`src/rtl/integer_multiplier_seq.sv`:
```
// integer_multiplier_seq: shift-and-add multiplier, one quotient bit per clock; INT_MUL_ADDEND_EN adds remainder.
module integer_multiplier_seq #(
    parameter int M = 5,
    parameter int N = 3
) (
    input  logic         clk,
    input  logic         rst,
    input  logic         start,
    input  logic [M-N:0] quotient,
    input  logic [N-1:0] divisor,
`ifdef INT_MUL_ADDEND_EN
    input  logic [N-1:0] remainder,
`endif
    output logic [M:0]   product,
    output logic         ovf,
    output logic         busy,
    output logic         done
);
    localparam int Q = M - N + 1;
    localparam int CW = $clog2(Q) + 1;
    typedef enum logic {IDLE, RUN} state_t;
    state_t        state;
    logic [M:0]    acc, mc, acc_nxt;
    logic [M-N:0]  mq;
    logic [CW-1:0] cnt;
    logic          last;
    always_comb begin
        acc_nxt = acc + (mq[0] ? mc : '0);
        last    = cnt == CW'(Q - 1);
    end
    always_ff @(posedge clk) begin
        if (rst) begin
            state   <= IDLE;
            product <= '0;
            ovf     <= 1'b0;
            busy    <= 1'b0;
            done    <= 1'b0;
            cnt     <= '0;
            acc     <= '0;
            mq      <= '0;
            mc      <= '0;
        end else begin
            done <= 1'b0;
            if (state == IDLE) begin
                if (start) begin
                    mq    <= quotient;
                    mc    <= {{Q{1'b0}}, divisor};
`ifdef INT_MUL_ADDEND_EN
                    acc   <= {{Q{1'b0}}, remainder};
`else
                    acc   <= '0;
`endif
                    cnt   <= '0;
                    busy  <= 1'b1;
                    state <= RUN;
                end
            end else begin
                acc <= acc_nxt;
                mq  <= mq >> 1;
                mc  <= mc << 1;
                cnt <= cnt + 1'b1;
                // final bit folds straight into the published result
                if (last) begin
                    product <= acc_nxt;
                    ovf     <= acc_nxt[M];
                    busy    <= 1'b0;
                    done    <= 1'b1;
                    state   <= IDLE;
                end
            end
        end
    end
endmodule

```
`config.mk`:
```
export PLATFORM = sky130hd
export DESIGN_NAME = integer_multiplier_seq
export DESIGN_NICKNAME = d
export VERILOG_FILES = /design/src/rtl/integer_multiplier_seq.sv
export SDC_FILE = /design/constraint.sdc
export NUM_CORES = 1
export LEC_CHECK = 0
export CAP_MARGIN = 20
export CORE_MARGIN = 3
export CORE_UTILIZATION = 53
export CTS_CLUSTER_DIAMETER = 80
export CTS_CLUSTER_SIZE = 20
export DETAILED_ROUTE_END_ITERATION = 16
export GPL_TIMING_DRIVEN = 0
export PLACE_DENSITY = 0.84
export SETUP_SLACK_MARGIN = 0.2
export SLEW_MARGIN = 20
export SYNTH_ARGS = -nofsm -noshare
export SYNTH_HDL_FRONTEND = slang
export SYNTH_SLANG_ARGS = --single-unit
```
`constraint.sdc`:
```
create_clock -name clk -period 2.3 [get_ports clk]
set_input_delay 0.46 -clock clk [delete_from_list [all_inputs] [get_ports clk]]
set_output_delay 0.46 -clock clk [all_outputs]
set_load 0.01 [all_outputs]
```
==> results.py, run 1 <==
metrics = {
    "synth": {
        "synth_edf_count": 0,
        "ys.flop_type": "dfxtp_1",
        "yosys.area.top_type_share_pct": 41.3,
        "ys_seq_elements": 27,
        "yosysUniqueCellTypes": 33,
        "syn_nets": 165,
        "synthArstFlopShare_pct": 0,
        "yosysWarningCount": 0,
        "yosysTopAreaCell": "dfxtp_1",
        "netlist_area_um2": 1310,
        "yosys-top-cells-area": "dfxtp_1 (41%), ha_1 (6.7%), nor2_1 (5.4%)",
        "syn_avg_cell_area_um2": 8.84,
        "netlist_instances": 148,
        "seq_area_frac_synth_pct": 41.3,
    },
    "power": {
        "comb_power_share_pct": 10.8,
        "powerDensity_nw_per_um2": 513,
        "switching_share_pct": 25.8,
        "p_total_uw": 786,
        "power_leakage_nw": 0.633,
        "power.switching_uw": 203,
        "seqPwrFrac_pct": 62.1,
        "ir_worst_vdd_v": 0.000493,
        "p_int_uw": 584,
        "clkPwrFrac_pct": 27.1,
    },
    "setup_path": {
        "path_class": "reg -> reg",
        "setup.worst_path.end_class": "register",
        "cp_top_family": "adder cells",
        "start_kind": "register",
        "cp.arrival_ns": 2.20,
        "crit_cells": 8,
        "critPathMaxStageDelay_ns": 0.41,
        "crit_fanout": 7,
        "required_ns": 2.54,
        "worst_r2r_path_depth": 8,
        "cpMaxStageDelayCell": "dfxtp_2",
        "crit_buf_inv": 1,
        "path_cells": "and2_1 > ha_1 > inv_1 > fa_1 > nor2b_1 > o21a_1 > o21ai_0 > a32o_1",
    },
    "floorplanning": {
        "rows": 17,
        "die_area_um2": 3100,
        "start_util_pct": 57.5,
        "core_area_um2": 2280,
        "die_h_um": 55.7,
        "io_pins": 18,
        "dieWidth_um": 55.7,
    },
    "drt": {
        "wl_um": 2700,
        "via_per_inst": 5.65,
        "ant_nets": 0,
        "drc": 0,
        "post_drt_wl_per_cell_um": 13.8,
        "drt_first_iter_violations": 17,
        "vias": 1107,
        "dr.pass1.iters": 5,
    },
    "clocking": {
        "cts_hold_buf": 0,
        "htree_levels": 1,
        "clock-sinks": 27,
        "cts.path.max_buffers": 2,
        "clk_latency_ns": 0.33,
        "cts_tree": "yes",
        "clk_pin_slew_ns": 0.15,
        "cts_buffers": 3,
        "cts_root_buf": "clkbuf_4",
        "cts_post_setup_buffers_inserted": 0,
    },
    "sta": {
        "max_slew_margin_pct": 69.5,
        "fin_crit_ns": 1.96,
        "totalNegativeSetupSlack_ns": 0,
        "slew_viol_final": 0,
        "worst_pin_slew_ns": 0.458,
        "setup_viol_count_final": 0,
        "fmax_ghz": 0.510,
        "fin_crit_sh_pct": 85.3,
        "clock-skew-final_ns": 0.00601,
        "grt_setup_unrepaired": "false",
        "finalHoldViolCount": 0,
        "worst_slack_ns": 0.339,
    },
    "final_layout": {
        "final_area_um2": 1530,
        "fill_cells": 201,
        "syn2layout_area_growth_pct": 17.1,
        "stdcell_count": 196,
        "layout-drive-gt1-share_pct": 6.55,
        "n_antenna_cell": 0,
        "layout_common_cells": "dfxtp_1 (26), nor2_1 (19), clkdlybuf4s50_1 (16)",
        "multi_input_area_um2": 698,
        "final_common_cell": "dfxtp_1",
        "fin_nets": 186,
        "regArea_um2": 542,
    },
    "global_route": {
        "first_global_vias": 1037,
        "grt_pass1_wl_um": 4700,
        "grt_use_total_pct": 18.3,
        "grt_max_degree": 16,
        "grt_overflow": 0,
        "antenna_found_initial": 0,
    },
    "placed_design": {
        "placed_cell_area_um2": 1500,
        "place_ws_ns": 0.274,
        "dp.cells": 192,
        "routabilityCongestion": 0.841,
        "hpwl_um": 2030,
        "portBuffers": 16,
    },
    "flow_run": {
        "max_cap_violations": 0,
    },
    "worst_hold_path": {
        "hold_depth": 2,
        "min_path_type": "reg -> reg",
    },
    "status": {
        "status": "complete, no violations",
    },
}
-- Yosys cell counts (2+ instances only) --
cell type and n:
dfxtp_1 27, nor2_1 19, a21oi_1 14, ha_1 7, mux2i_1 7, nor3b_1 7
inv_1 6, nand2_1 6, buf_2 5, nand3b_1 5, nor2b_1 5, o21ai_0 5
and2_1 4, clkbuf_1 4, a21o_1 2, a22o_1 2, nand2b_1 2, nand3_1 2
nor3_1 2, o21a_1 2, o31ai_1 2, xor2_1 2
-- sequential cells by signal (all words and copies together), names as in the netlist --
name and flops:
mq 3, done 1, mc 6, product 6, acc 6, cnt 3, state 1, busy 1
-- power by group through the flow --
stage / clock network [mW] / registers (mW) / logic [mW]
finish: 0.213 / 0.488 / 0.0852
global route: 0.235 / 0.490 / 0.0955
CTS: 0.212 / 0.488 / 0.0858
detailed placement: 0 / 0.498 / 0.0852
global placement: 0 / 0.497 / 0.0829
floorplan: 0 / 0.496 / 0.0545
-- worst register-to-register path, stage by stage, from the launching register on --
cell     delay, ns
dfxtp_2       0.41
and2_1        0.14
ha_1          0.17
inv_1         0.06
fa_1          0.41
nor2b_1       0.12
o21a_1        0.16
o21ai_0       0.12
a32o_1        0.28
-- worst paths after layout --
path / start / endpoint / slack (ns)
max reg2reg: mq[0]$_SDFFE_PP0P_ / product[4]$_SDFFE_PP0P_ / 0.34
min reg2reg: product[1]$_SDFFE_PP0P_ / product[1]$_SDFFE_PP0P_ / 0.48
max: mq[0]$_SDFFE_PP0P_ / product[4]$_SDFFE_PP0P_ / 0.34
min: product[1]$_SDFFE_PP0P_ / product[1]$_SDFFE_PP0P_ / 0.48
-- metrics by stage --
| step | hold slack (ns) | util [%] |
|---|---|---|
| after floorplan | 0.452 | - |
| after global placement | 0.435 | 66.1 |
| after detailed placement | 0.453 | 66.1 |
| after CTS | 0.483 | 67.3 |
| after global routing | 0.513 | 67.3 |
| final | 0.483 | 67.3 |
-- kinds of logic (layout without fill, tap and decap cells) --
logic type               Yosys count  in the layout  synth area share (%)
AO/OA/AOI/OAI                     29             29                  13.5
buffers and inverters             16             36                  5.35
XOR/XNOR                           3              3                  2.01
flip-flops                        27             27                  41.3
AND/OR/NAND/NOR                   58             58                  24.3
adder cells (fa/ha/maj)            8              8                  8.22
multiplexers                       7              7                  5.35
-- layout make-up --
type / instances / share of cell area [%]
inverters: 6 / 1.47
clock inverters: 1 / 0.327
plain buffers: 10 / 3.10
clock buffers: 3 / 1.47
multi-input cells: 105 / 45.6
repair buffers: 16 / 10.4
flip-flops and latches: 27 / 35.3
well taps: 28 / 2.29
-- routing by layer --
| metal | wire length [um] | GRT usage [%] | vias to the layer above |
|---|---|---|---|
| li1 | - | - | 550 |
| met3 | 123 | 3.71 | 2 |
| met5 | 0 | 0 | - |
| met1 | 1240 | 22.3 | 525 |
| met4 | 17 | 2.08 | 0 |
| met2 | 1320 | 34.0 | 30 |
-- repair_timing --
action,in CTS,in global routing
hold endpoints to repair,0,0
setup endpoints to repair,0,1
gates resized for setup,0,1
No activity file was read; power rests on OpenSTA's default activity.
==> inputs of run 2 (changes only) <==
- clock period: 2.3 -> 1.9 ns (I/O delays scaled with it)
==> run 2 against run 1 <==
  * Final cell count grew 1.5%
  * Critical path depth is the same
  * Cell area grew 4.2%
  * Power grew 21%
  * Setup slack lost 0.24 ns
==> results.py, run 2 (synthesized netlist as in run 1, its figures left out) <==
metrics = {
    "floorplanning": {
        "dieWidth_um": 55.7,
        "io_pins": 18,
        "die_area_um2": 3100,
        "rows": 17,
        "start_util_pct": 57.5,
        "core_area_um2": 2280,
        "die_h_um": 55.7,
    },
    "placed_design": {
        "routabilityCongestion": 0.822,
        "portBuffers": 16,
        "hpwl_um": 2010,
    },
    "global_route": {
        "grt_overflow": 0,
        "first_global_vias": 1053,
        "grt_max_degree": 15,
        "grt_pass1_wl_um": 4620,
        "grt_use_total_pct": 18.3,
        "antenna_found_initial": 0,
    },
    "clocking": {
        "cts_tree": "yes",
        "clk_latency_ns": 0.32,
        "cts_root_buf": "clkbuf_4",
        "cts_hold_buf": 0,
        "cts_buffers": 3,
        "htree_levels": 1,
        "clk_pin_slew_ns": 0.15,
        "clock-sinks": 27,
        "cts.path.max_buffers": 2,
    },
    "power": {
        "power.switching_uw": 237,
        "p_int_uw": 712,
        "ir_worst_vdd_v": 0.000358,
        "clkPwrFrac_pct": 26.4,
        "seqPwrFrac_pct": 62.1,
        "power_leakage_nw": 0.666,
        "switching_share_pct": 25.0,
        "p_total_uw": 949,
        "comb_power_share_pct": 11.5,
        "powerDensity_nw_per_um2": 594,
    },
    "sta": {
        "fin_crit_sh_pct": 94.8,
        "slew_viol_final": 0,
        "setup_viol_count_final": 0,
        "totalNegativeSetupSlack_ns": 0,
        "grt_setup_unrepaired": "true",
        "fin_crit_ns": 1.80,
        "clock-skew-final_ns": 0.00595,
        "worst_pin_slew_ns": 0.464,
        "finalHoldViolCount": 0,
        "max_slew_margin_pct": 69.1,
        "fmax_ghz": 0.555,
    },
    "setup_path": {
        "critPathMaxStageDelay_ns": 0.38,
        "cp.arrival_ns": 2.03,
        "setup.worst_path.end_class": "register",
        "required_ns": 2.13,
        "crit_fanout": 5,
        "path_cells": "and2_4 > ha_4 > inv_2 > fa_2 > nor2b_1 > o21a_1 > or3_1 > a32o_1",
        "path_class": "reg -> reg",
        "start_kind": "register",
        "cpMaxStageDelayCell": "dfxtp_4",
    },
    "final_layout": {
        "layout-drive-gt1-share_pct": 12.9,
        "layout_common_cells": "dfxtp_1 (24), nor2_1 (19), clkdlybuf4s50_1 (15)",
        "fin_nets": 189,
        "reg_top3": "acc (6), mc (6), product (6)",
        "n_antenna_cell": 0,
        "regArea_um2": 547,
        "syn2layout_area_growth_pct": 22.0,
        "fill_cells": 174,
        "multi_input_area_um2": 732,
        "final_common_cell": "dfxtp_1",
    },
    "worst_hold_path": {
        "min_path_type": "reg -> reg",
    },
    "drt": {
        "drc": 0,
        "dr.pass1.iters": 4,
        "post_drt_wl_per_cell_um": 13.9,
        "ant_nets": 0,
        "drt_first_iter_violations": 25,
        "via_per_inst": 5.55,
        "vias": 1105,
        "wl_um": 2760,
    },
    "status": {
        "status": "complete, no violations",
    },
    "flow_run": {
        "max_cap_violations": 0,
    },
}
run 2: worst max-delay path: cells and delay by family (launching register included):
family | cells | cell delay, ns
flops | 1 | 0.38
simple gates | 3 | 0.49
fa+ha+maj | 2 | 0.34
buf+inv | 1 | 0.05
compound gates | 2 | 0.45
run 2: repair_timing:
item                       4_1_cts  5_1_grt
setup endpoints to repair        3       12
pin swaps                        3        3
hold endpoints to repair         0        0
gates resized for setup          4        6
setup buffers                    2        1
run 2: final cells by class:
type	instances	share of cell area, %
Buffer	10	3.06
Clock buffer	4	1.65
Multi-Input combinational cell	105	45.8
Sequential cell	27	34.2
Tap cell	28	2.19
Inverter	6	1.41
Timing Repair Buffer	19	11.6
run 2: stage by stage:
stage	cells	util [%]	hold slack, ns	cell area (um^2)	setup slack, ns
after floorplan	148	-	0.452	1320	0.155
after global placement	192	66.4	0.435	1510	-0.0292
after detailed placement	192	66.4	0.464	1510	-0.0188
after CTS	198	69.0	0.482	1570	0.0822
after global routing	199	70.1	0.494	1600	0.0370
final	199	70.1	0.479	1600	0.0981
run 2: final timing paths:
| path | to | cells after the start | slack [ns] | from |
|---|---|---|---|---|
| max reg2reg | product[4]$_SDFFE_PP0P_ | 8 | 0.1 | mq[0]$_SDFFE_PP0P_ |
| min reg2reg | product[5]$_SDFFE_PP0P_ | 2 | 0.48 | product[5]$_SDFFE_PP0P_ |
| max | product[4]$_SDFFE_PP0P_ | 8 | 0.1 | mq[0]$_SDFFE_PP0P_ |
| min | product[5]$_SDFFE_PP0P_ | 2 | 0.48 | product[5]$_SDFFE_PP0P_ |
run 2: power by group through the flow:
stage	registers [mW]	logic [mW]	clock network, mW
6_report	0.589	0.109	0.250
5_1_grt	0.591	0.120	0.277
4_1_cts	0.589	0.108	0.252
3_5_place_dp	0.603	0.105	0
3_3_place_gp	0.602	0.101	0
2_1_floorplan	0.601	0.0661	0
run 2: layer usage:
layer | global-route usage, % | up-vias | wire length, um
li1 | - | 555 | -
met1 | 21.5 | 524 | 1240
met2 | 32.9 | 24 | 1370
met3 | 2.55 | 2 | 130
met4 | 7.29 | 0 | 19
met5 | 0 | - | 0
